`src/rtl/write_back_arbiter.sv`:
```
// -----------------------------------------------------------------------------
// write_back_arbiter
//
// Shares the register file's single write-back port between NUM_REQ execution
// units. A round-robin arbiter picks at most one requester per cycle, and the
// accepted result is presented to the register file one cycle later through a
// registered output stage. Writes to register 0 are accepted from the
// requester but never strobed into the register file, because r0 is
// hard-wired zero and has no storage cell.
//
// Ports:
//   clk                         clock, all state updates on the rising edge
//   rst                         synchronous reset, active low
//   hold_input                  suppresses any grant in the current cycle
//   req_valid_input             per-requester "result pending"
//   req_register_input          per-requester destination index (slice i)
//   req_result_input            per-requester result data (slice i)
//   req_ready_output            one-hot grant; handshake is valid[i] & ready[i]
//   write_back_output           register-file write strobe
//   write_back_register_output  destination index of the write-back
//   result_output               data of the write-back
//   grant_count_output          wrapping count of accepted handshakes
//   waw_error_output            (only with WB_ARB_WAW_CHECK_EN) sticky flag for
//                               write-after-write hazards on a nonzero register
//
// Optional feature macro: WB_ARB_WAW_CHECK_EN
// -----------------------------------------------------------------------------
module write_back_arbiter #(
    parameter int NUM_REQ                   = 4,
    parameter int REGISTER_DESCRIPTOR_WIDTH = 5,
    parameter int OPERAND_WIDTH             = 32
) (
    input  logic                                   clk,
    input  logic                                   rst,
    input  logic                                   hold_input,
    input  logic [NUM_REQ-1:0]                     req_valid_input,
    input  logic [NUM_REQ*REGISTER_DESCRIPTOR_WIDTH-1:0] req_register_input,
    input  logic [NUM_REQ*OPERAND_WIDTH-1:0]       req_result_input,
    output logic [NUM_REQ-1:0]                     req_ready_output,
    output logic                                   write_back_output,
    output logic [REGISTER_DESCRIPTOR_WIDTH-1:0]   write_back_register_output,
    output logic [OPERAND_WIDTH-1:0]               result_output,
    output logic [15:0]                            grant_count_output
`ifdef WB_ARB_WAW_CHECK_EN
    ,
    output logic                                   waw_error_output
`endif
);

    localparam int RDW   = REGISTER_DESCRIPTOR_WIDTH;
    localparam int OW    = OPERAND_WIDTH;
    localparam int PTR_W = $clog2(NUM_REQ);

    // NUM_REQ and the last index expressed in the widths the scan arithmetic uses.
    localparam logic [PTR_W:0]   NUM_REQ_EXT = (PTR_W+1)'(NUM_REQ);
    localparam logic [PTR_W-1:0] LAST_IDX    = PTR_W'(NUM_REQ-1);

    logic [PTR_W-1:0] ptr;
    logic [PTR_W-1:0] next_ptr;
    logic [PTR_W-1:0] grant_idx;
    logic             grant_found;
    logic [PTR_W:0]   scan_sum;
    logic [RDW-1:0]   grant_register;
    logic [OW-1:0]    grant_result;

    logic [RDW-1:0]   req_register [NUM_REQ];
    logic [OW-1:0]    req_result   [NUM_REQ];

    // Split the flat request buses into per-requester views.
    for (genvar i = 0; i < NUM_REQ; i++) begin : g_unpack
        assign req_register[i] = req_register_input[i*RDW +: RDW];
        assign req_result[i]   = req_result_input[i*OW +: OW];
    end

    // Round-robin scan: start at ptr and walk upward with wrap-around. The
    // sum is one bit wider than ptr so the wrap is a single conditional
    // subtract, which also works when NUM_REQ is not a power of two. Reset
    // and hold both suppress the grant so no requester retires an entry
    // that the output stage would not capture.
    always_comb begin
        grant_found = 1'b0;
        grant_idx   = '0;
        scan_sum    = '0;
        if (rst && !hold_input) begin
            for (int k = 0; k < NUM_REQ; k++) begin
                scan_sum = {1'b0, ptr} + (PTR_W+1)'(k);
                if (scan_sum >= NUM_REQ_EXT) begin
                    scan_sum = scan_sum - NUM_REQ_EXT;
                end
                if (!grant_found && req_valid_input[scan_sum[PTR_W-1:0]]) begin
                    grant_found = 1'b1;
                    grant_idx   = scan_sum[PTR_W-1:0];
                end
            end
        end
    end

    // One-hot ready derived from the winning index.
    always_comb begin
        req_ready_output = '0;
        if (grant_found) begin
            req_ready_output[grant_idx] = 1'b1;
        end
    end

    assign grant_register = req_register[grant_idx];
    assign grant_result   = req_result[grant_idx];
    assign next_ptr       = (grant_idx == LAST_IDX) ? '0 : grant_idx + 1'b1;

    // Pointer, registered write-back stage and handshake counter. A grant to
    // r0 still advances the pointer and the counter, but the strobe stays low
    // and the data/index registers keep their previous contents.
    always_ff @(posedge clk) begin
        if (!rst) begin
            ptr                        <= '0;
            write_back_output          <= 1'b0;
            write_back_register_output <= '0;
            result_output              <= '0;
            grant_count_output         <= '0;
        end else begin
            write_back_output <= 1'b0;
            if (grant_found) begin
                ptr                <= next_ptr;
                grant_count_output <= grant_count_output + 16'd1;
                if (grant_register != '0) begin
                    write_back_output          <= 1'b1;
                    write_back_register_output <= grant_register;
                    result_output              <= grant_result;
                end
            end
        end
    end

`ifdef WB_ARB_WAW_CHECK_EN
    logic dup_target;
    logic waw_hit;

    // Two pending requesters aiming at the same real register means one of
    // the writes will be overtaken by the other in an unknown order.
    always_comb begin
        dup_target = 1'b0;
        for (int i = 0; i < NUM_REQ; i++) begin
            for (int j = i + 1; j < NUM_REQ; j++) begin
                if (req_valid_input[i] && req_valid_input[j] &&
                    (req_register[i] == req_register[j]) &&
                    (req_register[i] != '0)) begin
                    dup_target = 1'b1;
                end
            end
        end
    end

    // A strobed write-back always targets a nonzero register, so matching it
    // against the new grant needs no separate r0 exclusion.
    assign waw_hit = dup_target ||
                     (grant_found && write_back_output &&
                      (grant_register == write_back_register_output));

    // Sticky hazard flag, cleared only by reset.
    always_ff @(posedge clk) begin
        if (!rst) begin
            waw_error_output <= 1'b0;
        end else if (waw_hit) begin
            waw_error_output <= 1'b1;
        end
    end
`endif

endmodule
```
`config.mk`:
```
export PLATFORM = sky130hd
export DESIGN_NAME = write_back_arbiter
export DESIGN_NICKNAME = d
export VERILOG_FILES = /design/src/rtl/write_back_arbiter.sv
export SDC_FILE = /design/constraint.sdc
export NUM_CORES = 1
export LEC_CHECK = 0
export ABC_AREA = 1
export CAP_MARGIN = 40
export CELL_PAD_IN_SITES_DETAIL_PLACEMENT = 1
export CELL_PAD_IN_SITES_GLOBAL_PLACEMENT = 1
export CORE_AREA = 2 2 128 130
export CTS_BUF_LIST = sky130_fd_sc_hd__clkbuf_4 sky130_fd_sc_hd__clkbuf_8
export DETAILED_ROUTE_END_ITERATION = 12
export DIE_AREA = 0 0 130 132
export GPL_TIMING_DRIVEN = 0
export PLACE_DENSITY_LB_ADDON = 0.1
export SETUP_SLACK_MARGIN = 0.15
export SLEW_MARGIN = 20
export SYNTH_ARGS = -nofsm -noshare
export SYNTH_HDL_FRONTEND = slang
export SYNTH_SLANG_ARGS = --single-unit
```
`constraint.sdc`:
```
create_clock -name clk -period 2.5 [get_ports clk]
set_clock_uncertainty 0.05 [all_clocks]
set_input_delay 0.375 -clock clk [delete_from_list [all_inputs] [get_ports clk]]
set_output_delay 0.375 -clock clk [all_outputs]
set_load 0.05 [all_outputs]
```
==> report_table.html, run 1 <==
<table>
<tr><th>Metric</th><th>Value</th></tr>
<tr><th colspan="2">CTS</th></tr>
<tr><td>Maximum clock path buffer count</td><td>2</td></tr>
<tr><td>Clock root buffer</td><td>clkbuf_8</td></tr>
<tr><td>Clock sink total</td><td>between 50 and 60</td></tr>
<tr><td>CTS tree</td><td>done</td></tr>
<tr><td>Number of buffers created by CTS</td><td>5</td></tr>
<tr><td>Clk slew on worst S/H paths</td><td>about 0.10 ns</td></tr>
<tr><td>Clock latency at the later pin of the worst-skew pair</td><td>0.33 ns</td></tr>
<tr><td>H-tree depth reported by CTS</td><td>2</td></tr>
<tr><th colspan="2">Worst setup path</th></tr>
<tr><td>Endpoint arrival time on the critical path</td><td>~2.3 ns</td></tr>
<tr><td>Critical path fanouts, max</td><td>8</td></tr>
<tr><td>Launching element type of the critical path</td><td>flop</td></tr>
<tr><td>Required time at the worst-slack endpoint</td><td>2.08 ns</td></tr>
<tr><td>Type of the setup path with the least slack</td><td>flop to output pin</td></tr>
<tr><td>Setup crit end kind</td><td>output pin</td></tr>
<tr><th colspan="2">Yosys</th></tr>
<tr><td>Synth top cells by count</td><td>o21ai_0 (133), nand2_1 (97), inv_1 (68)</td></tr>
<tr><td>Ranking of synthesized cells by area</td><td>dfxtp_1 (27%), o21ai_0 (16%), nand2_1 (8.7%)</td></tr>
<tr><td>Fraction of the yosys area taken by sequential cells</td><td>26.8%</td></tr>
<tr><td>Most used DFF post-synth</td><td>dfxtp_1</td></tr>
<tr><td>Number of library cell types mapped by synthesis</td><td>38</td></tr>
<tr><td>Post-synthesis register bit count</td><td>56</td></tr>
<tr><td>Synthesized area divided by synthesized cell count</td><td>6.44 sq um</td></tr>
<tr><td>Number of enable flip-flop cells after synthesis</td><td>0</td></tr>
<tr><td>Number of nets in the synthesized netlist</td><td>810</td></tr>
<tr><td>Instance count of the mapped netlist</td><td>650</td></tr>
<tr><td>Ys Warns</td><td>0</td></tr>
<tr><td>Async set-or-reset flop fraction in the synthesized netlist</td><td>0%</td></tr>
<tr><td>Most used standard cell by instance count after synthesis</td><td>o21ai_0</td></tr>
<tr><td>Netlist Area Pre-Place</td><td>about 4200 sq um</td></tr>
<tr><td>Largest area contributor in the netlist</td><td>dfxtp_1</td></tr>
<tr><td>Synth top area share</td><td>26.8%</td></tr>
<tr><th colspan="2">Die</th></tr>
<tr><td>Overall die width</td><td>between 100 and 150 microns</td></tr>
<tr><td>Die Height</td><td>about 130 microns</td></tr>
<tr><td>Total I/O pin count</td><td>213</td></tr>
<tr><td>Core Footprint</td><td>between 15000 and 20000 sq um</td></tr>
<tr><td>Starting density of the core</td><td>26.6%</td></tr>
<tr><td>Area of the die</td><td>between 15000 and 20000 sq um</td></tr>
<tr><td>Row cnt</td><td>46</td></tr>
<tr><th colspan="2">Final layout</th></tr>
<tr><td>Post-route core utilization</td><td>between 40 and 50%</td></tr>
<tr><td>Post-route cell area</td><td>about 7600 sq um</td></tr>
<tr><td>Syn-to-layout area delta</td><td>81.7%</td></tr>
<tr><td>Fraction of layout cells with a size suffix above 1</td><td>24.1%</td></tr>
<tr><td>Final layout net count</td><td>1063</td></tr>
<tr><td>Final Instance Count excl. Fillers</td><td>1120</td></tr>
<tr><td>Ant. Diodes</td><td>0</td></tr>
<tr><th colspan="2">Job</th></tr>
<tr><td>Max capacitance violation total</td><td>0</td></tr>
<tr><th colspan="2">Power and ir drop</th></tr>
<tr><td>Design Power</td><td>3.30 mW</td></tr>
<tr><td>Highest ir drop seen on vdd</td><td>0.239 mV</td></tr>
<tr><td>Total leakage power</td><td>3.20 nW</td></tr>
<tr><td>Power density cells</td><td>about 430 nW/um^2</td></tr>
<tr><th colspan="2">Timing</th></tr>
<tr><td>Actual slew at the worst max-slew pin</td><td>0.669 ns</td></tr>
<tr><td>Achievable Freq</td><td>366 MHz</td></tr>
<tr><td>Min Clock Period, post-route</td><td>2.73 ns</td></tr>
<tr><td>Worst slew slack as a fraction of its limit</td><td>55.4%</td></tr>
<tr><td>Count of final setup violators</td><td>42</td></tr>
<tr><td>Final count of pins violating max slew</td><td>0</td></tr>
<tr><td>Final Hold Violating Endpoints</td><td>0</td></tr>
<tr><td>Post-Route Setup TNS</td><td>-5.65 ns</td></tr>
<tr><td>Ratio of final minimum period to clock period</td><td>109%</td></tr>
<tr><td>Worst Setup Slack, final</td><td>-0.229 ns</td></tr>
<tr><td>Worst-case hold slack</td><td>between 0.4 and 0.5 ns</td></tr>
<tr><td>RSZ-0062 raised after global routing</td><td>yes</td></tr>
<tr><th colspan="2">Detailed routing</th></tr>
<tr><td>Vias</td><td>5231</td></tr>
<tr><td>Router iterations before antenna repair</td><td>4</td></tr>
<tr><td>Post-route DRC violation count</td><td>0</td></tr>
<tr><td>Starting DRC count in detailed routing</td><td>approximately 200</td></tr>
<tr><td>Aggregate routed wire length</td><td>19.3 mm</td></tr>
<tr><td>Via count normalized by instance count</td><td>4.67</td></tr>
<tr><td>Remaining antenna violation count</td><td>0</td></tr>
<tr><td>Routed len/inst</td><td>17.2 microns</td></tr>
<tr><th colspan="2">GRT</th></tr>
<tr><td>GRT busiest layer</td><td>met2</td></tr>
<tr><td>Maximum number of pins on one net before global-route repair</td><td>17</td></tr>
<tr><td>GR Util met2</td><td>38.5%</td></tr>
<tr><td>Vias in the first global route</td><td>5574</td></tr>
<tr><td>Met3 usage in global routing</td><td>between 4 and 5%</td></tr>
<tr><td>First-pass GRT wire length</td><td>29.3 mm</td></tr>
<tr><td>Initial antenna violation count</td><td>0</td></tr>
<tr><td>GR Overflow Total</td><td>0</td></tr>
<tr><td>Met1 track utilization from global routing</td><td>between 20% and 30%</td></tr>
<tr><td>Tot GR Track Use</td><td>21.6%</td></tr>
<tr><th colspan="2">Place</th></tr>
<tr><td>Area after DPL</td><td>around 6600 sq um</td></tr>
<tr><td>Global placer's final weighted congestion</td><td>0.820</td></tr>
<tr><td>Dpl hpwl</td><td>14.0 mm</td></tr>
<tr><td>Post-Place Worst Slack</td><td>-1.24 ns</td></tr>
<tr><td>Cell total after placement</td><td>roughly 1100</td></tr>
<tr><td>Count of port buffers added during placement</td><td>212</td></tr>
<tr><th colspan="2">Min path</th></tr>
<tr><td>Worst min-delay path class</td><td>flop to flop</td></tr>
<tr><th colspan="2">Status</th></tr>
<tr><td>Run status</td><td>finished, violations left</td></tr>
<tr><td>Violated checks</td><td>setup timing</td></tr>
</table>
## power by group
group          switching [mW]  leakage [nW]  total (mW)  internal [mW]
sequential             0.0458         0.460        1.00          0.956
clock                   0.323        0.0586       0.632          0.309
combinational           0.912          2.68        1.67          0.755
total                    1.28          3.20        3.30           2.02
## cells in the final DEF, fill, tap and decap left out, drive strengths merged
cell,synthesis,layout
nor4,1,1
nor2,89,89
o21a,1,1
ha,5,5
buf,23,63
a21oi,15,15
a31oi,1,1
nor3b,2,2
clkbuf,18,22
clkdlybuf4s50,0,204
bufinv,0,1
o21bai,1,1
nand4,13,13
and3,1,1
nand3,22,22
nand3b,33,33
nand2,109,109
a221oi,1,1
nor3,9,9
inv,77,77
o21ai,140,140
dfxtp,56,56
dlygate4sd2,0,3
or2,32,32
clkinv,1,1
clkinvlp,0,1
dlymetal6s2s,0,1
## what timing repair did
action	CTS	global route
gates cloned	2	2
hold buffers	0	0
setup buffers	19	11
endpoints found under the setup margin	52	52
resized for setup	111	115
pin swaps	19	28
## layout make-up
class	instances	area [sq um]
inverter	78	317
clock inverter	2	35.0
fill	1943	8100
timing repair buffer	246	2450
sequential	56	1130
multi-input combinational	475	2970
clock buffer	6	76.3
tap	216	270
buffer	41	370
## flip-flops by register name (all words and copies together) (netlist names)
register / cells
write_back_register_output: 5
result_output: 32
grant_count_output: 16
write_back_output: 1
ptr: 2
## final timing paths
| path | startpoint | to | slack (ns) | depth (start not counted) |
|---|---|---|---|---|
| setup / recovery | ptr[0] | req_ready_output[2] | -0.23 | 15 |
| hold / removal | write_back_register_output[2] | write_back_register_output[2] | 0.43 | 2 |
| setup reg to reg | ptr[0] | result_output[30] | -0.17 | 21 |
| hold reg to reg | write_back_register_output[2] | write_back_register_output[2] | 0.43 | 2 |
## kinds of logic after synthesis
kind of cell	synth area share (%)
AND/OR/NAND/NOR	39.5
AO/OA/AOI/OAI	19.5
buffers and inverters	12.7
flip-flops	26.8
adder cells (fa/ha/maj)	1.49
## layer usage
layer  vias to the layer above  routed length (microns)
li1                       2607                        -
met1                      2479                     8350
met2                       126                     9660
met3                        19                      938
met4                         0                      317
met5                         -                        0
## worst max-delay path: stages, from the launching register on
cell and delay, ns:
dfxtp_4 0.38, buf_12 0.15, nand2_4 0.06, nand2_4 0.06
nand2_2 0.06, nand2_2 0.07, nor2_4 0.17, nand3_4 0.13
nand2_4 0.09, nand3_4 0.11, buf_6 0.15, buf_8 0.13
ha_4 0.16, inv_2 0.06, nor2_4 0.03, buf_6 0.15
Power figures use the tool's default switching activity.
==> run 2: changes to the inputs <==
ABC_AREA = not set   (was 1)
CORE_AREA = 2 2 118 120   (was 2 2 128 130)
DIE_AREA = 0 0 120 122   (was 0 0 130 132)
==> report_table.html, run 2 <==
<table>
<tr><th>Metric</th><th>Value</th></tr>
<tr><th colspan="2">Place</th></tr>
<tr><td>Dpl hpwl</td><td>10.6 mm (-24%)</td></tr>
<tr><td>Global placer's final weighted congestion</td><td>0.752 (-8.3%)</td></tr>
<tr><td>Area after DPL</td><td>6020 sq um (-9.1%)</td></tr>
<tr><td>Cell total after placement</td><td>762 (-29%)</td></tr>
<tr><td>Count of port buffers added during placement</td><td>212 (unchanged)</td></tr>
<tr><th colspan="2">Power and ir drop</th></tr>
<tr><td>Sequential share of power</td><td>38.6% (+8.2 points)</td></tr>
<tr><td>Design Power</td><td>2.60 mW (-21%)</td></tr>
<tr><td>Part of the total power dissipated in combinational logic</td><td>41.2% (-9.3 points)</td></tr>
<tr><td>Share of power burned in the clock network</td><td>20.2% (+1.0 points)</td></tr>
<tr><td>Total leakage power</td><td>2.37 nW (-26%)</td></tr>
<tr><td>Internal power consumption</td><td>1.72 mW (-15%)</td></tr>
<tr><td>Power density cells</td><td>395 nW/um^2 (-9.0%)</td></tr>
<tr><td>Highest ir drop seen on vdd</td><td>0.186 mV (-22%)</td></tr>
<tr><td>Net load switching power</td><td>0.879 mW (-31%)</td></tr>
<tr><td>Switching part of the total</td><td>33.9% (-4.9 points)</td></tr>
<tr><th colspan="2">Die</th></tr>
<tr><td>Row cnt</td><td>43 (-6.5%)</td></tr>
<tr><td>Starting density of the core</td><td>27.1% (+0.41 points)</td></tr>
<tr><td>Total I/O pin count</td><td>213 (unchanged)</td></tr>
<tr><td>Area of the die</td><td>14600 sq um (-15%)</td></tr>
<tr><td>Die Height</td><td>122 microns (-7.6%)</td></tr>
<tr><td>Core Footprint</td><td>13500 sq um (-14%)</td></tr>
<tr><td>Overall die width</td><td>120 microns (-7.7%)</td></tr>
<tr><th colspan="2">CTS</th></tr>
<tr><td>Maximum clock path buffer count</td><td>2 (unchanged)</td></tr>
<tr><td>H-tree depth reported by CTS</td><td>2 (unchanged)</td></tr>
<tr><td>Clk slew on worst S/H paths</td><td>0.11 ns (about the same)</td></tr>
<tr><td>Number of buffers created by CTS</td><td>5 (unchanged)</td></tr>
<tr><td>CTS tree</td><td>done</td></tr>
<tr><td>Clock sink total</td><td>56 (unchanged)</td></tr>
<tr><td>Clock latency at the later pin of the worst-skew pair</td><td>0.31 ns (-0.02 ns)</td></tr>
<tr><td>Clock root buffer</td><td>clkbuf_8</td></tr>
<tr><th colspan="2">GRT</th></tr>
<tr><td>Maximum number of pins on one net before global-route repair</td><td>19 (+2)</td></tr>
<tr><td>GR Overflow Total</td><td>0 (unchanged)</td></tr>
<tr><td>First-pass GRT wire length</td><td>20.9 mm (-29%)</td></tr>
<tr><td>Vias in the first global route</td><td>4132 (-26%)</td></tr>
<tr><td>Initial antenna violation count</td><td>0 (unchanged)</td></tr>
<tr><td>Tot GR Track Use</td><td>18.1% (-3.6 points)</td></tr>
<tr><th colspan="2">Final layout</th></tr>
<tr><td>Ant. Diodes</td><td>0 (unchanged)</td></tr>
<tr><td>Post-route core utilization</td><td>48.7% (+0.24 points)</td></tr>
<tr><td>Most common cell after layout, fill and taps aside</td><td>clkdlybuf4s50_1</td></tr>
<tr><td>Largest register by flop count</td><td>result_output</td></tr>
<tr><td>Final Instance Count excl. Fillers</td><td>796 (-29%)</td></tr>
<tr><td>Flip-flop count of the largest register, all copies and words added</td><td>32 (unchanged)</td></tr>
<tr><td>Post-route cell area</td><td>6570 sq um (-14%)</td></tr>
<tr><td>Top library cells by usage in the layout, fill and taps aside</td><td>clkdlybuf4s50_1 (202), mux2i_1 (96), dfxtp_1 (54)</td></tr>
<tr><td>Final layout net count</td><td>775 (-27%)</td></tr>
<tr><td>Fraction of layout cells with a size suffix above 1</td><td>19.5% (-4.6 points)</td></tr>
<tr><td>Syn-to-layout area delta</td><td>79.9%</td></tr>
<tr><td>Top Registers</td><td>result_output x32, grant_count_output x16, write_back_register_output x5</td></tr>
<tr><td>Number of filler instances in the final layout</td><td>1539 (-21%)</td></tr>
<tr><th colspan="2">Timing</th></tr>
<tr><td>Count of final setup violators</td><td>0 (-100%)</td></tr>
<tr><td>Actual slew at the worst max-slew pin</td><td>0.620 ns (-0.0488 ns)</td></tr>
<tr><td>Achievable Freq</td><td>420 MHz (+15%)</td></tr>
<tr><td>Final Hold Violating Endpoints</td><td>0 (unchanged)</td></tr>
<tr><td>Worst-case hold slack</td><td>0.417 ns (-0.0167 ns)</td></tr>
<tr><td>RSZ-0062 raised after global routing</td><td>yes</td></tr>
<tr><td>Final count of pins violating max slew</td><td>0 (unchanged)</td></tr>
<tr><td>Worst slew slack as a fraction of its limit</td><td>58.7% (+3.3 points)</td></tr>
<tr><td>Min Clock Period, post-route</td><td>2.38 ns (-0.349 ns)</td></tr>
<tr><td>Ratio of final minimum period to clock period</td><td>95.2% (-14 points)</td></tr>
<tr><th colspan="2">Yosys</th></tr>
<tr><td>Most used DFF post-synth</td><td>dfxtp_1</td></tr>
<tr><td>Ys Warns</td><td>0 (unchanged)</td></tr>
<tr><td>Instance count of the mapped netlist</td><td>370 (-43%)</td></tr>
<tr><td>Async set-or-reset flop fraction in the synthesized netlist</td><td>0% (unchanged)</td></tr>
<tr><td>Synthesized area divided by synthesized cell count</td><td>9.87 sq um (+53%)</td></tr>
<tr><td>Ranking of synthesized cells by area</td><td>dfxtp_1 (31%), mux2i_1 (26%), mux2_2 (9.9%)</td></tr>
<tr><td>Most used standard cell by instance count after synthesis</td><td>mux2i_1</td></tr>
<tr><td>Synth top area share</td><td>30.7% (+3.9 points)</td></tr>
<tr><td>Netlist Area Pre-Place</td><td>3650 sq um (-13%)</td></tr>
<tr><td>Number of nets in the synthesized netlist</td><td>530 (-35%)</td></tr>
<tr><td>Number of enable flip-flop cells after synthesis</td><td>0 (unchanged)</td></tr>
<tr><td>Synth top cells by count</td><td>mux2i_1 (96), dfxtp_1 (56), nand2_1 (50)</td></tr>
<tr><td>Largest area contributor in the netlist</td><td>dfxtp_1</td></tr>
<tr><td>Post-synthesis register bit count</td><td>56 (unchanged)</td></tr>
<tr><td>Fraction of the yosys area taken by sequential cells</td><td>30.7% (+3.9 points)</td></tr>
<tr><td>Number of library cell types mapped by synthesis</td><td>43 (+13%)</td></tr>
<tr><th colspan="2">Worst setup path</th></tr>
<tr><td>Required time at the worst-slack endpoint</td><td>2.08 ns (about the same)</td></tr>
<tr><td>Launching element type of the critical path</td><td>flop</td></tr>
<tr><td>Critical path fanouts, max</td><td>4 (-4)</td></tr>
<tr><td>Setup crit end kind</td><td>output pin</td></tr>
<tr><td>Type of the setup path with the least slack</td><td>flop to output pin</td></tr>
<tr><td>Endpoint arrival time on the critical path</td><td>1.96 ns (-0.34 ns)</td></tr>
<tr><th colspan="2">Detailed routing</th></tr>
<tr><td>Vias</td><td>3682 (-30%)</td></tr>
<tr><td>Aggregate routed wire length</td><td>13.7 mm (-29%)</td></tr>
<tr><td>Router iterations before antenna repair</td><td>4 (unchanged)</td></tr>
<tr><td>Via count normalized by instance count</td><td>4.63 (-0.96%)</td></tr>
<tr><td>Starting DRC count in detailed routing</td><td>91 (-55%)</td></tr>
<tr><td>Post-route DRC violation count</td><td>0 (unchanged)</td></tr>
<tr><td>Remaining antenna violation count</td><td>0 (unchanged)</td></tr>
<tr><td>Routed len/inst</td><td>17.2 microns (-0.30%)</td></tr>
<tr><th colspan="2">Min path</th></tr>
<tr><td>Worst min-delay path class</td><td>flop to flop</td></tr>
<tr><th colspan="2">Status</th></tr>
<tr><td>Run status</td><td>completed</td></tr>
<tr><th colspan="2">Job</th></tr>
<tr><td>Max capacitance violation total</td><td>0 (unchanged)</td></tr>
</table>
run 2: cell count changes after synthesis, sizes merged, moves of 19 or more:
cell / previous run / this run
nand3: 22 / 3
o21ai: 140 / 9
or2: 32 / 1
mux2i: 0 / 96
inv: 77 / 5
nand3b: 33 / 0
nor2: 89 / 9
mux2: 0 / 32
nand2: 109 / 50
run 2: final cells by class:
type | count | area, sq um | area share, %
multi-input cells | 287 | 2470 | 37.6
repair buffers | 238 | 2430 | 37.0
flip-flops and latches | 56 | 1130 | 17.2
well taps | 180 | 225 | 3.43
plain buffers | 22 | 200 | 3.05
clock buffers | 5 | 68.8 | 1.05
inverters | 5 | 26.3 | 0.400
clock inverters | 3 | 22.5 | 0.343
run 2: kinds of logic (layout without fill, tap and decap cells):
logic type,count (synthesis),in the layout,share of synthesized area [%]
multiplexers,133,133,39.2
AND/OR/NAND/NOR,106,106,14.2
buffers and inverters,27,273,4.49
adder cells (fa/ha/maj),5,5,1.71
AO/OA/AOI/OAI,29,29,6.34
flip-flops,56,56,30.7
XOR/XNOR,14,14,3.36
run 2: through the flow:
step | worst slack (ns) | TNS (ns)
6_report | 0.119 | 0
5_1_grt | 0.0120 | 0
4_1_cts | 0.128 | 0
3_5_place_dp | -1.45 | -36.64
3_3_place_gp | -1.40 | -33.93
2_1_floorplan | 0.0825 | 0
run 2: what timing repair did:
item,4_1_cts,5_1_grt
pin swaps,6,3
buffers inserted,16,6
cloned,0,4
gates resized for setup,79,15
setup endpoints to repair,45,36
hold buffers,0,0
run 2: power groups by stage:
stage | Clock (mW) | Combinational [mW] | Sequential (mW)
floorplan | 0 | 0.299 | 1.25
global placement | 0 | 0.986 | 1.02
detailed placement | 0 | 0.998 | 1.02
CTS | 0.541 | 1.04 | 1.00
global route | 0.575 | 1.14 | 1.01
finish | 0.524 | 1.07 | 1.00
run 2: worst max-delay path: stages, from the launching register on:
cell and delay, ns:
dfxtp_4 0.39, nor2b_4 0.04, a21o_1 0.18, a2111oi_4 0.31, buf_6 0.19, clkbuf_16 0.15, ha_4 0.11, and2_4 0.13
buf_8 0.14
run 2: per-layer routing:
metal	vias up	wire (microns)	global-route usage [%]
met3	16	1110	6.46
met5	-	0	0
met2	134	7120	33.8
met1	1726	5120	18.9
met4	0	292	5.44
li1	1806	-	-
run 2: worst paths after layout:
check / slack (ns) / cells past startpoint / start / to
max: 0.12 / 8 / ptr[0] / req_ready_output[1]
max reg2reg: 0.17 / 10 / ptr[1] / result_output[3]
min reg2reg: 0.42 / 2 / result_output[2] / result_output[2]
min: 0.42 / 2 / result_output[2] / result_output[2]
==> run 3: changes to the inputs <==
MAX_ROUTING_LAYER = met4   (was not set)
==> report_table.html, run 3 (same netlist as run 2, synthesis figures left out) <==
<table>
<tr><th>Metric</th><th>Value</th></tr>
<tr><th colspan="2">Detailed routing</th></tr>
<tr><td>Router iterations before antenna repair</td><td>4 (unchanged)</td></tr>
<tr><td>Vias</td><td>3667 (-0.41%)</td></tr>
<tr><td>Remaining antenna violation count</td><td>0 (unchanged)</td></tr>
<tr><td>Starting DRC count in detailed routing</td><td>91 (unchanged)</td></tr>
<tr><td>Aggregate routed wire length</td><td>13.6 mm (-0.21%)</td></tr>
<tr><td>Via count normalized by instance count</td><td>4.61 (-0.41%)</td></tr>
<tr><td>Routed len/inst</td><td>17.1 microns (-0.21%)</td></tr>
<tr><td>Post-route DRC violation count</td><td>0 (unchanged)</td></tr>
<tr><th colspan="2">Timing</th></tr>
<tr><td>Ratio of final minimum period to clock period</td><td>95.3% (about the same)</td></tr>
<tr><td>Worst slew slack as a fraction of its limit</td><td>59.5% (+0.84 points)</td></tr>
<tr><td>Count of final setup violators</td><td>0 (unchanged)</td></tr>
<tr><td>Final count of pins violating max slew</td><td>0 (unchanged)</td></tr>
<tr><td>RSZ-0062 raised after global routing</td><td>yes</td></tr>
<tr><td>Achievable Freq</td><td>420 MHz (about the same)</td></tr>
<tr><td>Min Clock Period, post-route</td><td>2.38 ns (+0.000518 ns)</td></tr>
<tr><td>Actual slew at the worst max-slew pin</td><td>0.608 ns (-0.0125 ns)</td></tr>
<tr><td>Final Hold Violating Endpoints</td><td>0 (unchanged)</td></tr>
<tr><th colspan="2">Final layout</th></tr>
<tr><td>Area used by sequential logic in the layout</td><td>1130 sq um (unchanged)</td></tr>
<tr><td>Final layout net count</td><td>775 (unchanged)</td></tr>
<tr><td>Syn-to-layout area delta</td><td>79.9% (unchanged)</td></tr>
<tr><td>Top library cells by usage in the layout, fill and taps aside</td><td>clkdlybuf4s50_1 (202), mux2i_1 (96), dfxtp_1 (54)</td></tr>
<tr><td>Number of filler instances in the final layout</td><td>1539 (unchanged)</td></tr>
<tr><td>Fraction of layout cells with a size suffix above 1</td><td>19.5% (unchanged)</td></tr>
<tr><td>Ant. Diodes</td><td>0 (unchanged)</td></tr>
<tr><td>Post-route core utilization</td><td>48.7% (unchanged)</td></tr>
<tr><td>Top Registers</td><td>result_output x32, grant_count_output x16, write_back_register_output x5</td></tr>
<tr><td>Flip-flop count of the largest register, all copies and words added</td><td>32 (unchanged)</td></tr>
<tr><td>Most common cell after layout, fill and taps aside</td><td>clkdlybuf4s50_1</td></tr>
<tr><td>Largest register by flop count</td><td>result_output</td></tr>
<tr><td>Final Instance Count excl. Fillers</td><td>796 (unchanged)</td></tr>
<tr><td>Multi-input gate area</td><td>2470 sq um (unchanged)</td></tr>
<tr><th colspan="2">Power and ir drop</th></tr>
<tr><td>Total leakage power</td><td>2.37 nW (unchanged)</td></tr>
<tr><td>Part of the total power dissipated in combinational logic</td><td>41.2% (about the same)</td></tr>
<tr><td>Highest ir drop seen on vdd</td><td>0.186 mV (-0.22%)</td></tr>
<tr><td>Share of power burned in the clock network</td><td>20.1% (about the same)</td></tr>
<tr><td>Switching part of the total</td><td>33.8% (-0.059 points)</td></tr>
<tr><td>Power density cells</td><td>395 nW/um^2 (about the same)</td></tr>
<tr><td>Sequential share of power</td><td>38.7% (about the same)</td></tr>
<tr><td>Net load switching power</td><td>0.876 mW (-0.27%)</td></tr>
<tr><td>Internal power consumption</td><td>1.72 mW (about the same)</td></tr>
<tr><td>Design Power</td><td>2.59 mW (about the same)</td></tr>
<tr><th colspan="2">Min path</th></tr>
<tr><td>Worst min-delay path class</td><td>flop to flop</td></tr>
<tr><td>Hold Crit Start</td><td>result_output[2]</td></tr>
<tr><td>Worst Hold Endpoint</td><td>result_output[2]</td></tr>
<tr><td>Hold Path Depth</td><td>2 (unchanged)</td></tr>
<tr><th colspan="2">Worst setup path</th></tr>
<tr><td>Critical path fanouts, max</td><td>4 (unchanged)</td></tr>
<tr><td>Terminus of the critical flop-to-flop path</td><td>result_output[3]</td></tr>
<tr><td>Reg2reg start</td><td>ptr[1]</td></tr>
<tr><td>Type of the setup path with the least slack</td><td>flop to output pin</td></tr>
<tr><td>Required time at the worst-slack endpoint</td><td>2.08 ns (about the same)</td></tr>
<tr><td>Launching element type of the critical path</td><td>flop</td></tr>
<tr><td>Endpoint arrival time on the critical path</td><td>1.96 ns (about the same)</td></tr>
<tr><td>Flop2flop setup slack</td><td>0.17 ns (about the same)</td></tr>
<tr><td>Setup crit end kind</td><td>output pin</td></tr>
<tr><td>Count of cells along the worst register-to-register path</td><td>10 (unchanged)</td></tr>
<tr><th colspan="2">Job</th></tr>
<tr><td>Max capacitance violation total</td><td>0 (unchanged)</td></tr>
<tr><th colspan="2">Place</th></tr>
<tr><td>Cell total after placement</td><td>762 (unchanged)</td></tr>
<tr><td>Count of port buffers added during placement</td><td>212 (unchanged)</td></tr>
<tr><td>Global placer's final weighted congestion</td><td>0.762 (+1.3%)</td></tr>
<tr><td>Dpl hpwl</td><td>10.6 mm (unchanged)</td></tr>
<tr><th colspan="2">CTS</th></tr>
<tr><td>CTS tree</td><td>done</td></tr>
<tr><td>Clock latency at the later pin of the worst-skew pair</td><td>0.31 ns (about the same)</td></tr>
<tr><td>CTS hold repair buffers</td><td>0 (unchanged)</td></tr>
<tr><td>Clock root buffer</td><td>clkbuf_8</td></tr>
<tr><td>Number of buffers created by CTS</td><td>5 (unchanged)</td></tr>
<tr><td>Clock sink total</td><td>56 (unchanged)</td></tr>
<tr><td>Maximum clock path buffer count</td><td>2 (unchanged)</td></tr>
<tr><td>Clk slew on worst S/H paths</td><td>0.11 ns (about the same)</td></tr>
<tr><td>H-tree depth reported by CTS</td><td>2 (unchanged)</td></tr>
<tr><th colspan="2">Die</th></tr>
<tr><td>Core Footprint</td><td>13500 sq um (unchanged)</td></tr>
<tr><td>Area of the die</td><td>14600 sq um (unchanged)</td></tr>
<tr><td>Row cnt</td><td>43 (unchanged)</td></tr>
<tr><td>Total I/O pin count</td><td>213 (unchanged)</td></tr>
<tr><td>Starting density of the core</td><td>27.1% (unchanged)</td></tr>
<tr><td>Die Height</td><td>122 microns (unchanged)</td></tr>
<tr><td>Overall die width</td><td>120 microns (unchanged)</td></tr>
<tr><th colspan="2">GRT</th></tr>
<tr><td>First-pass GRT wire length</td><td>20.9 mm (about the same)</td></tr>
<tr><td>GR Overflow Total</td><td>0 (unchanged)</td></tr>
<tr><td>Vias in the first global route</td><td>4127 (-0.12%)</td></tr>
<tr><td>Tot GR Track Use</td><td>18.6% (+0.53 points)</td></tr>
<tr><td>Initial antenna violation count</td><td>0 (unchanged)</td></tr>
<tr><td>Maximum number of pins on one net before global-route repair</td><td>19 (unchanged)</td></tr>
<tr><th colspan="2">Status</th></tr>
<tr><td>Run status</td><td>completed</td></tr>
</table>
[run 3: how the worst max path moves through the flow]
stage                           to  slack, ns  cells past startpoint               start
5_1_grt        req_ready_output[1]       0.01                      8              ptr[0]
3_5_place_dp   req_ready_output[3]      -1.45                      8  req_valid_input[0]
3_3_place_gp   req_ready_output[3]      -1.40                      8  req_valid_input[0]
4_1_cts        req_ready_output[1]       0.13                      8              ptr[0]
2_1_floorplan  req_ready_output[1]       0.08                      6  req_valid_input[2]
6_report       req_ready_output[1]       0.12                      8              ptr[0]
[run 3: cell type report]
cell class,count,area share (%)
plain buffers,22,3.05
flip-flops and latches,56,17.2
inverters,5,0.400
well taps,180,3.43
multi-input cells,287,37.6
repair buffers,238,37.0
clock inverters,3,0.343
clock buffers,5,1.05
[run 3: worst max-delay path, stage by stage, from the launching register on]
cell	delay, ns
dfxtp_4	0.39
nor2b_4	0.04
a21o_1	0.18
a2111oi_4	0.31
buf_6	0.20
clkbuf_16	0.15
ha_4	0.11
and2_4	0.13
buf_8	0.14
[run 3: power by group through the flow]
stage	sequential [mW]	combinational, mW	clock (mW)
after floorplan	1.25	0.299	0
after global placement	1.02	0.986	0
after detailed placement	1.02	0.998	0
after CTS	1.00	1.04	0.541
after global routing	1.01	1.14	0.575
final	1.00	1.07	0.522
[run 3: metal layers]
layer / global-route usage, % / share of wire (%) / vias to the layer above
met4: 5.44 / 2.1 / 0
met3: 5.81 / 7.7 / 16
met5: - / 0 / -
met2: 33.8 / 52 / 130
li1: - / - / 1808
met1: 19.3 / 38 / 1713
[run 3: metrics by stage]
step           hold slack, ns  setup slack (ns)  setup TNS [ns]  cell area, sq um
6_report                0.417             0.119               0              6570
5_1_grt                 0.434            0.0120               0              6570
4_1_cts                 0.420             0.128               0              6380
3_5_place_dp            0.396             -1.45          -36.64              6020
3_3_place_gp            0.391             -1.40          -33.93              6020
2_1_floorplan           0.405            0.0825               0              3670
[run 3: what timing repair did]
action                                 in CTS  in global routing
endpoints found under the hold margin       0                  0
pin swaps                                   6                  3
gates resized for setup                    79                 15
setup buffers                              16                  6
gates cloned                                0                  4
setup endpoints to repair                  45                 36
